$ cat config.mk
export PLATFORM = sky130hd
export DESIGN_NAME = cheat_loader
export DESIGN_NICKNAME = d
export VERILOG_FILES = /design/src/rtl/cheat_loader.sv
export SDC_FILE = /design/constraint.sdc
export NUM_CORES = 1
export LEC_CHECK = 0
export CAP_MARGIN = 20
export CELL_PAD_IN_SITES_DETAIL_PLACEMENT = 1
export CELL_PAD_IN_SITES_GLOBAL_PLACEMENT = 1
export CORE_ASPECT_RATIO = 1.1
export CORE_MARGIN = 2
export CORE_UTILIZATION = 51
export CTS_BUF_LIST = sky130_fd_sc_hd__clkbuf_4
export CTS_CLUSTER_SIZE = 24
export DETAILED_ROUTE_END_ITERATION = 10
export PLACE_DENSITY_LB_ADDON = 0.1
export SYNTH_ARGS = -nofsm -noshare
export SYNTH_HDL_FRONTEND = slang
export SYNTH_SLANG_ARGS = --single-unit
$ cat constraint.sdc
create_clock -name clk -period 6.8 [get_ports clk]
set_input_delay 0.68 -clock clk [delete_from_list [all_inputs] [get_ports clk]]
set_output_delay 0.68 -clock clk [all_outputs]
set_load 0.02 [all_outputs]
$ cat src/rtl/cheat_loader.sv
// cheat_loader
//
// Byte-stream front end for the cheat-code table. Accepts command/record
// bytes on a valid/ready stream, assembles each 16-byte record into the
// 129-bit word consumed by the cheat-code matcher, and raises the record's
// clock bit (code[128]) for a fixed number of cycles. Also generates the
// matcher's table-clear pulse.
//
// Ports:
//   clk          system clock
//   reset_n      asynchronous active-low reset
//   in_valid     upstream byte valid
//   in_data      upstream byte payload
//   in_ready     byte accepted on a rising edge when in_valid && in_ready
//   code         {clock bit, flags, address, compare, replace}
//   codes_clear  active-high clear strobe for the matcher table
//   busy         high whenever the loader is not idle
//   err_timeout  sticky: a partial record was aborted after going idle too long
//   err_cmd      one-cycle pulse: an unknown command byte arrived while idle
//   load_count   records strobed since the last clear (wraps at 255)

module cheat_loader #(
   parameter int STROBE_CYCLES  = 2,
   parameter int GAP_CYCLES     = 2,
   parameter int CLEAR_CYCLES   = 2,
   parameter int TIMEOUT_CYCLES = 65535
) (
   input  logic         clk,
   input  logic         reset_n,
   input  logic         in_valid,
   input  logic [7:0]   in_data,
   output logic         in_ready,
   output logic [128:0] code,
   output logic         codes_clear,
   output logic         busy,
   output logic         err_timeout,
   output logic         err_cmd,
   output logic [7:0]   load_count
);

   localparam logic [2:0] ST_IDLE    = 3'd0;
   localparam logic [2:0] ST_COLLECT = 3'd1;
   localparam logic [2:0] ST_STROBE  = 3'd2;
   localparam logic [2:0] ST_CLEAR   = 3'd3;
   localparam logic [2:0] ST_GAP     = 3'd4;

   localparam logic [7:0] CMD_RECORD = 8'h01;
   localparam logic [7:0] CMD_CLEAR  = 8'h02;

   logic [2:0]   state;
   logic         started;
   // Only the 15 most recent bytes can ever reach code[127:8], so older
   // shifted-out bytes are not kept.
   logic [119:0] shreg;
   logic [3:0]   byte_cnt;
   logic [31:0]  phase_cnt;
   logic [31:0]  idle_cnt;
   logic         accept;

   // started holds in_ready low until the first edge after reset release
   assign in_ready = started && (state == ST_IDLE || state == ST_COLLECT);
   assign busy     = (state != ST_IDLE);
   assign accept   = in_valid && in_ready;

   // Main sequencer: command decode, record assembly, strobe/clear timing
   always_ff @(posedge clk or negedge reset_n) begin
      if (!reset_n) begin
         state       <= ST_IDLE;
         started     <= 1'b0;
         shreg       <= '0;
         byte_cnt    <= '0;
         phase_cnt   <= '0;
         idle_cnt    <= '0;
         code        <= '0;
         codes_clear <= 1'b0;
         err_timeout <= 1'b0;
         err_cmd     <= 1'b0;
         load_count  <= '0;
      end else begin
         started <= 1'b1;
         err_cmd <= 1'b0;
         case (state)
            ST_IDLE: begin
               if (accept) begin
                  if (in_data == CMD_RECORD) begin
                     state       <= ST_COLLECT;
                     byte_cnt    <= '0;
                     idle_cnt    <= '0;
                     shreg       <= '0;
                     err_timeout <= 1'b0;
                  end else if (in_data == CMD_CLEAR) begin
                     state       <= ST_CLEAR;
                     phase_cnt   <= '0;
                     codes_clear <= 1'b1;
                     load_count  <= '0;
                     err_timeout <= 1'b0;
                  end else begin
                     err_cmd <= 1'b1;
                  end
               end
            end
            ST_COLLECT: begin
               // An accepted byte wins over a timeout landing on the same edge
               if (accept) begin
                  idle_cnt <= '0;
                  byte_cnt <= byte_cnt + 4'd1;
                  if (byte_cnt == 4'd15) begin
                     code      <= {1'b1, shreg, in_data};
                     state     <= ST_STROBE;
                     phase_cnt <= '0;
                  end else begin
                     shreg <= {shreg[111:0], in_data};
                  end
               end else if (TIMEOUT_CYCLES != 0 &&
                            idle_cnt == 32'(TIMEOUT_CYCLES - 1)) begin
                  state       <= ST_IDLE;
                  err_timeout <= 1'b1;
                  shreg       <= '0;
               end else begin
                  idle_cnt <= idle_cnt + 32'd1;
               end
            end
            ST_STROBE: begin
               if (phase_cnt == 32'(STROBE_CYCLES - 1)) begin
                  code[128]  <= 1'b0;
                  load_count <= load_count + 8'd1;
                  state      <= ST_GAP;
                  phase_cnt  <= '0;
               end else begin
                  phase_cnt <= phase_cnt + 32'd1;
               end
            end
            ST_CLEAR: begin
               if (phase_cnt == 32'(CLEAR_CYCLES - 1)) begin
                  codes_clear <= 1'b0;
                  state       <= ST_GAP;
                  phase_cnt   <= '0;
               end else begin
                  phase_cnt <= phase_cnt + 32'd1;
               end
            end
            ST_GAP: begin
               if (phase_cnt == 32'(GAP_CYCLES - 1)) begin
                  state     <= ST_IDLE;
                  phase_cnt <= '0;
               end else begin
                  phase_cnt <= phase_cnt + 32'd1;
               end
            end
            default: state <= ST_IDLE;
         endcase
      end
   end

endmodule
==> flow_metrics.tcl, run 1 <==
set metrics [dict create \
    multi_input_area_um2 5050 \
    fin_setup_tns_ns 0 \
    cap_viol_max_count 0 \
    ys.flop_type "dfrtp_1" \
    startpoint_type "flip-flop" \
    gp_congestion 0.784 \
    firstDrtPassIters 4 \
    sw_frac_of_total_pct 28.4 \
    io_pins 153 \
    yosysWarnings 0 \
    grt_max_degree 166 \
    grt.total_usage_pct 24.8 \
    die_x_um 161 \
    switching_power_mw 1.25 \
    cts_resized 0 \
    die_area_um2 28300 \
    die_h_um 176 \
    wl_um 34500 \
    combPwrFrac_pct 12.4 \
    clock_skew_ns 0.0646 \
    syn_avg_cell_area_um2 12.6 \
    core_area_um2 26700 \
    setup_viol 0 \
    min_path_type "in -> async" \
    ys_seq_area_share_pct 60.4 \
    path_max_fanout 68 \
    portBuffers 152 \
    worstSetupPathType "reg -> reg" \
    fillers 2697 \
    antenna_found_initial 1 \
    dp_hpwl_um 21500 \
    holdWs_ns 0.00865 \
    cp_top_family "simple AND/OR/NAND/NOR gates" \
    crit_path_cell_trace "nor2_2 > nand2_1 > nor2_1 > and2_4 > nand3b_1 > buf_4 > buf_4 > a22o_1" \
    crit_slowest_cell "and2_4" \
    power.internal_mw 3.14 \
    finalCritPeriodShare_pct 53.6 \
    crit_buf_inv 2 \
    nNetsFinal 1284 \
    arrival_ns 4.25 \
    use_met3_pct 5.14 \
    pwr-share-clk_pct 40.3 \
    globalRouteMet2Util_pct 40.4 \
    status "finished, final reports clean" \
    slew_viol_final 0 \
    clock_latency_ns 0.71 \
    initial_utilization_pct 51.5 \
    powerDensity_nw_per_um2 265 \
    clockBufferDepth 3 \
    critical-path-max-stage-delay_ns 0.80 \
    synth_most_common_cell "dfrtp_1" \
    synthesis.area_um2 13800 \
    post_cts_buffers 0 \
    cp.required_ns 7.41 \
    hold_violations 0 \
    h-tree-depth 3 \
    seq_area_um2 8310 \
    fmax_mhz 275 \
    root_buffer "clkbuf_4" \
    crit_top_cell "buf_4" \
    antenna_left 0 \
    layout-drive-gt1-share_pct 22.2 \
    drc 0 \
    rsz0062_at_grt "no" \
    vdd_ir_drop_max_mv 0.217 \
    grt_pass1_vias 10344 \
    worstMarginPinSlew_ns 1.00 \
    gr-total-overflow 0 \
    synthArstFlopShare_pct 100 \
    yosysTopAreaCell "dfrtp_1" \
    ys_ff_latch 332 \
    period_minus_slack_ns 3.64 \
    area_delta_synth_final_pct 20.7 \
    clock-sinks 332 \
    drtIter0Drc 652 \
    synth_nets 1105 \
    num_rows 63 \
    synth_area_leaders "dfrtp_1, mux2_2, a22o_1, o21ai_0, nor2_1" \
    clk_pin_slew_ns 0.07 \
    p_leak_nw 7.65 \
    syn_inst 1088 \
    via_per_inst 5.85 \
    synth.distinct_cells 55 \
    busiest_layer "met2" \
    yosys-top-cells-count "dfrtp_1, mux2_2, a22o_1, o21ai_0, nor2_1" \
    p_seq_share_pct 47.3 \
    grt_pass1_wl_um 56500 \
    cts_buffers 86 \
    wl_per_cell_um 20.5 \
    slew_headroom_pct 33.1 \
    hold_buffers 0 \
    synth-edff-count 0 \
    vias 9868 \
    cts_tree "done" \
    worst_setup_path_end_kind "flip-flop" \
    synth_top_area_share_pct 60.4 \
    grt_util_met1_pct 33.5 \
]
worst reg2reg max path, delay by kind of cell, from the launching register on:
family	cells	cell delay [ns]
flip-flops	1	0.49
AO/OA/AOI/OAI	1	0.28
AND/OR/NAND/NOR	5	1.60
buffers and inverters	2	1.22
path summary, 6_finish.rpt:
check                                        from                     to  slack (ns)  depth (start not counted)
hold / removal                            reset_n  code[104]$_DFFE_PN0P_       0.009                          1
setup / recovery             state[1]$_DFFE_PN0P_  shreg[91]$_DFFE_PN0P_        3.16                          8
hold reg to reg            shreg[117]$_DFFE_PN0P_  code[125]$_DFFE_PN0P_        0.48                          1
min in group clk           shreg[117]$_DFFE_PN0P_  code[125]$_DFFE_PN0P_        0.48                          1
setup reg to reg             state[1]$_DFFE_PN0P_  shreg[91]$_DFFE_PN0P_        3.16                          8
max in group asynchronous                 reset_n  code[109]$_DFFE_PN0P_        5.20                          2
per-layer routing:
layer	up-vias	routed length [um]
li1	4452	-
met1	5124	15400
met2	231	17000
met3	61	1420
met4	0	750
met5	-	0
layout by cell type, fill, tap and decap left out, drive strengths merged, types with 5 or more instances in the layout:
cell / count
a21oi: 33
a22o: 125
a31oi: 15
and2: 5
and3: 10
and4: 7
buf: 13
clkbuf: 122
clkdlybuf4s50: 151
clkinv: 21
dfrtp: 332
ha: 6
inv: 13
mux2: 129
nand2: 47
nand3: 27
nand4: 29
nor2: 50
nor2b: 6
nor3: 15
nor4: 19
o21ai: 69
o31ai: 13
o41ai: 5
or3: 13
xnor2: 13
xor2: 5
cells by family after synthesis:
| group | synth area share [%] |
|---|---|
| flip-flops | 60.4 |
| AO/OA/AOI/OAI | 14.4 |
| AND/OR/NAND/NOR | 9.89 |
| multiplexers | 10.6 |
| buffers and inverters | 2.99 |
| XOR/XNOR | 1.15 |
| adder cells (fa/ha/maj) | 0.546 |
| other | 0.0273 |
stage by stage:
step                      power [mW]  cell area [um^2]  worst slack, ns  util (%)  std cells
after floorplan                 2.46             13800             4.67         -       1088
final                           4.39             16600             3.16      62.1       1687
after detailed placement        2.66             15500             2.56      57.9       1535
after global placement          2.65             15500             2.68      57.9       1535
after global routing            4.63             16600             2.84      62.1       1687
after CTS                       4.45             16600             3.15      62.0       1684
power groups by stage:
| stage | clock, mW | combinational (mW) | sequential (mW) |
|---|---|---|---|
| after floorplan | 0 | 0.357 | 2.11 |
| final | 1.77 | 0.544 | 2.08 |
| after CTS | 1.82 | 0.554 | 2.07 |
| after global placement | 0 | 0.535 | 2.11 |
| after detailed placement | 0 | 0.551 | 2.11 |
| after global routing | 1.93 | 0.607 | 2.08 |
flip-flops by register name (all words and copies together), names as in the netlist, 3 cells and up:
name,flops
byte_cnt,4
load_count,8
code,129
state,3
idle_cnt,32
shreg,120
phase_cnt,32
layout make-up:
class / instances / share of cell area [%]
antenna: 2 / 0.0301
clock buffer: 122 / 5.52
clock inverter: 27 / 1.18
inverter: 11 / 0.249
multi-input combinational: 672 / 30.4
sequential: 332 / 50.0
tap: 357 / 2.69
timing repair buffer: 164 / 9.89
(Power assumes the default switching activity.)
==> inputs of run 2 (changes only) <==
--- a/config.mk
+++ b/config.mk
@@ -10,7 +10,7 @@
 export CELL_PAD_IN_SITES_GLOBAL_PLACEMENT = 1
 export CORE_ASPECT_RATIO = 1.1
 export CORE_MARGIN = 2
-export CORE_UTILIZATION = 51
+export CORE_UTILIZATION = 43
 export CTS_BUF_LIST = sky130_fd_sc_hd__clkbuf_4
 export CTS_CLUSTER_SIZE = 24
 export DETAILED_ROUTE_END_ITERATION = 10
==> constraint.sdc (replaced) <==
create_clock -name clk -period 3.22 [get_ports clk]
set_input_delay 0.322 -clock clk [delete_from_list [all_inputs] [get_ports clk]]
set_output_delay 0.322 -clock clk [all_outputs]
set_load 0.02 [all_outputs]
==> run 2 against run 1 <==
  * Clock-buffer cell count grew 14
  * Register-to-register slack lost 2.5 ns
  * Non-clock buffer count grew 12
  * Final area grew 1.6%
  * Flip-flop and latch count is the same
  * Final cell count grew 4.4%
  * Sequential share of layout area shrank 0.79 points
  * Sequential power grew 110%
  * Total power grew 110%
  * Critical path depth shrank 5
  * Critical endpoint is now busy
  * Largest cell class unchanged
==> flow_metrics.tcl, run 2 (synthesized netlist as in run 1, its figures left out) <==
set metrics [dict create \
    status "finished, final reports clean" \
    cts_buffers 87 \
    place_inst 1610 \
    min_path_type "in -> async" \
    layout-drive-gt1-share_pct 23.8 \
    worstSetupPathType "reg -> out" \
    holdWs_ns 0.186 \
    reg2reg_from "state[2]$_DFFE_PN0P_" \
    top_regs "code: 129 flops, shreg: 120 flops" \
    worst_setup_path_end_kind "primary output" \
    period_minus_slack_ns 2.60 \
    path_max_fanout 9 \
    crit_start "state[2]$_DFFE_PN0P_" \
    multi_input_area_um2 5050 \
    fmax_mhz 385 \
    io_pins 153 \
    initial_utilization_pct 43.7 \
    wl_um 34100 \
    post_cts_buffers 0 \
    antenna_left 0 \
    grt_pass1_vias 10440 \
    rrSetupSlack_ns 0.70 \
    startpoint_type "flip-flop" \
    gp_congestion 0.775 \
    clock_latency_ns 0.74 \
    drtIter0Drc 549 \
    nNetsFinal 1297 \
    regToRegEndpoint "code[49]$_DFFE_PN0P_" \
    grt.total_usage_pct 20.9 \
    critPathCapture "busy" \
    cap_viol_max_count 0 \
    clockBufferDepth 3 \
    top_register "code" \
    p_leak_nw 7.76 \
    critical-path-max-stage-delay_ns 0.59 \
    die_x_um 175 \
    cts_tree "done" \
    clock-sinks 332 \
    antenna_found_initial 3 \
    rsz0062_at_grt "no" \
    root_buffer "clkbuf_4" \
    gr-total-overflow 0 \
    crit_slowest_cell "clkdlybuf4s50_1" \
    grt_pass1_wl_um 56500 \
    finalCritPeriodShare_pct 80.7 \
    finalNonFillerCells 1761 \
    hold_violations 0 \
    area_delta_synth_final_pct 22.7 \
    fillers 3268 \
    clock_skew_ns 0.0458 \
    h-tree-depth 3 \
    powerDensity_nw_per_um2 557 \
    fin_setup_tns_ns 0 \
    die_area_um2 33400 \
    grt_max_degree 121 \
    arrival_ns 2.28 \
    clk_pin_slew_ns 0.06 \
    vdd_ir_drop_max_mv 0.395 \
    drc 0 \
    slew_viol_final 0 \
    layout_common_cells "dfrtp_1, clkdlybuf4s50_1, clkbuf_4" \
    core_area_um2 31500 \
    crit_path_cell_trace "nor2_2 > nand2_1 > clkdlybuf4s50_1" \
    num_rows 68 \
    seq_area_um2 8310 \
    worstMarginPinSlew_ns 0.725 \
    cp.required_ns 2.90 \
    firstDrtPassIters 4 \
    setup_viol 0 \
    largest_register_ffs 129 \
    die_h_um 192 \
    dp_hpwl_um 21900 \
    vias 9782 \
    slew_headroom_pct 51.3 \
    cts_resized 0 \
    layout_commonest_cell "dfrtp_1" \
    portBuffers 152 \
    worst_r2r_path_depth 6 \
    via_per_inst 5.55 \
    wl_per_cell_um 19.4 \
]
## run 2: cell types whose count changed in the layout (fill, tap and decap cells not counted)
cell           change
buf_12             +4
clkinv_1          -14
dlygate4sd3_1      +1
clkbuf_4          +14
diode_2            +1
clkinv_2           -2
buf_4              +7
## run 2: repair_timing
action	CTS	global route
endpoints found under the hold margin	77	0
hold buffers	1	0
endpoints found under the setup margin	0	0
## run 2: metal layers
layer	global-route usage, %	vias to the layer above	share of wire (%)
met2	33.9	196	48
met1	28.3	5058	46
met3	4.63	50	4.1
met5	0	-	0.038
met4	6.44	2	1.7
li1	-	4476	-
## run 2: layout make-up
type | instances | area share [%]
diodes | 3 | 0.0445
clock buffers | 136 | 6.05
clock inverters | 11 | 0.794
inverters | 11 | 0.245
multi-input cells | 672 | 29.9
flip-flops and latches | 332 | 49.2
well taps | 420 | 3.12
repair buffers | 176 | 10.6
## run 2: per-stage QoR
step	total power, mW	utilization (%)	instance area [um^2]	setup WS, ns
floorplan	5.20	-	13800	1.10
global placement	5.64	49.9	15700	0.257
detailed placement	5.67	49.9	15700	0.130
CTS	9.58	53.6	16900	0.550
global route	9.95	53.6	16900	0.433
finish	9.40	53.6	16900	0.621
## run 2: worst min-delay path by stage
stage                                         end  slack (ns)  cells past startpoint
after global placement      shreg[81]$_DFFE_PN0P_        0.37                      1
final                        code[89]$_DFFE_PN0P_        0.19                      2
after CTS                    code[89]$_DFFE_PN0P_        0.14                      2
after global routing         code[89]$_DFFE_PN0P_        0.17                      2
after detailed placement     code[89]$_DFFE_PN0P_        0.37                      1
after floorplan           byte_cnt[0]$_DFFE_PN0P_        0.03                      0
## run 2: where the power goes
group	switching (mW)	internal [mW]
clock network	1.68	2.14
logic	0.777	0.416
registers	0.134	4.26
total	2.59	6.82
## run 2: worst max-delay path, delay by kind of cell, from the launching register on
family / cells / cell delay [ns]
AND/OR/NAND/NOR: 2 / 0.49
flip-flops: 1 / 0.48
buffers and inverters: 1 / 0.59
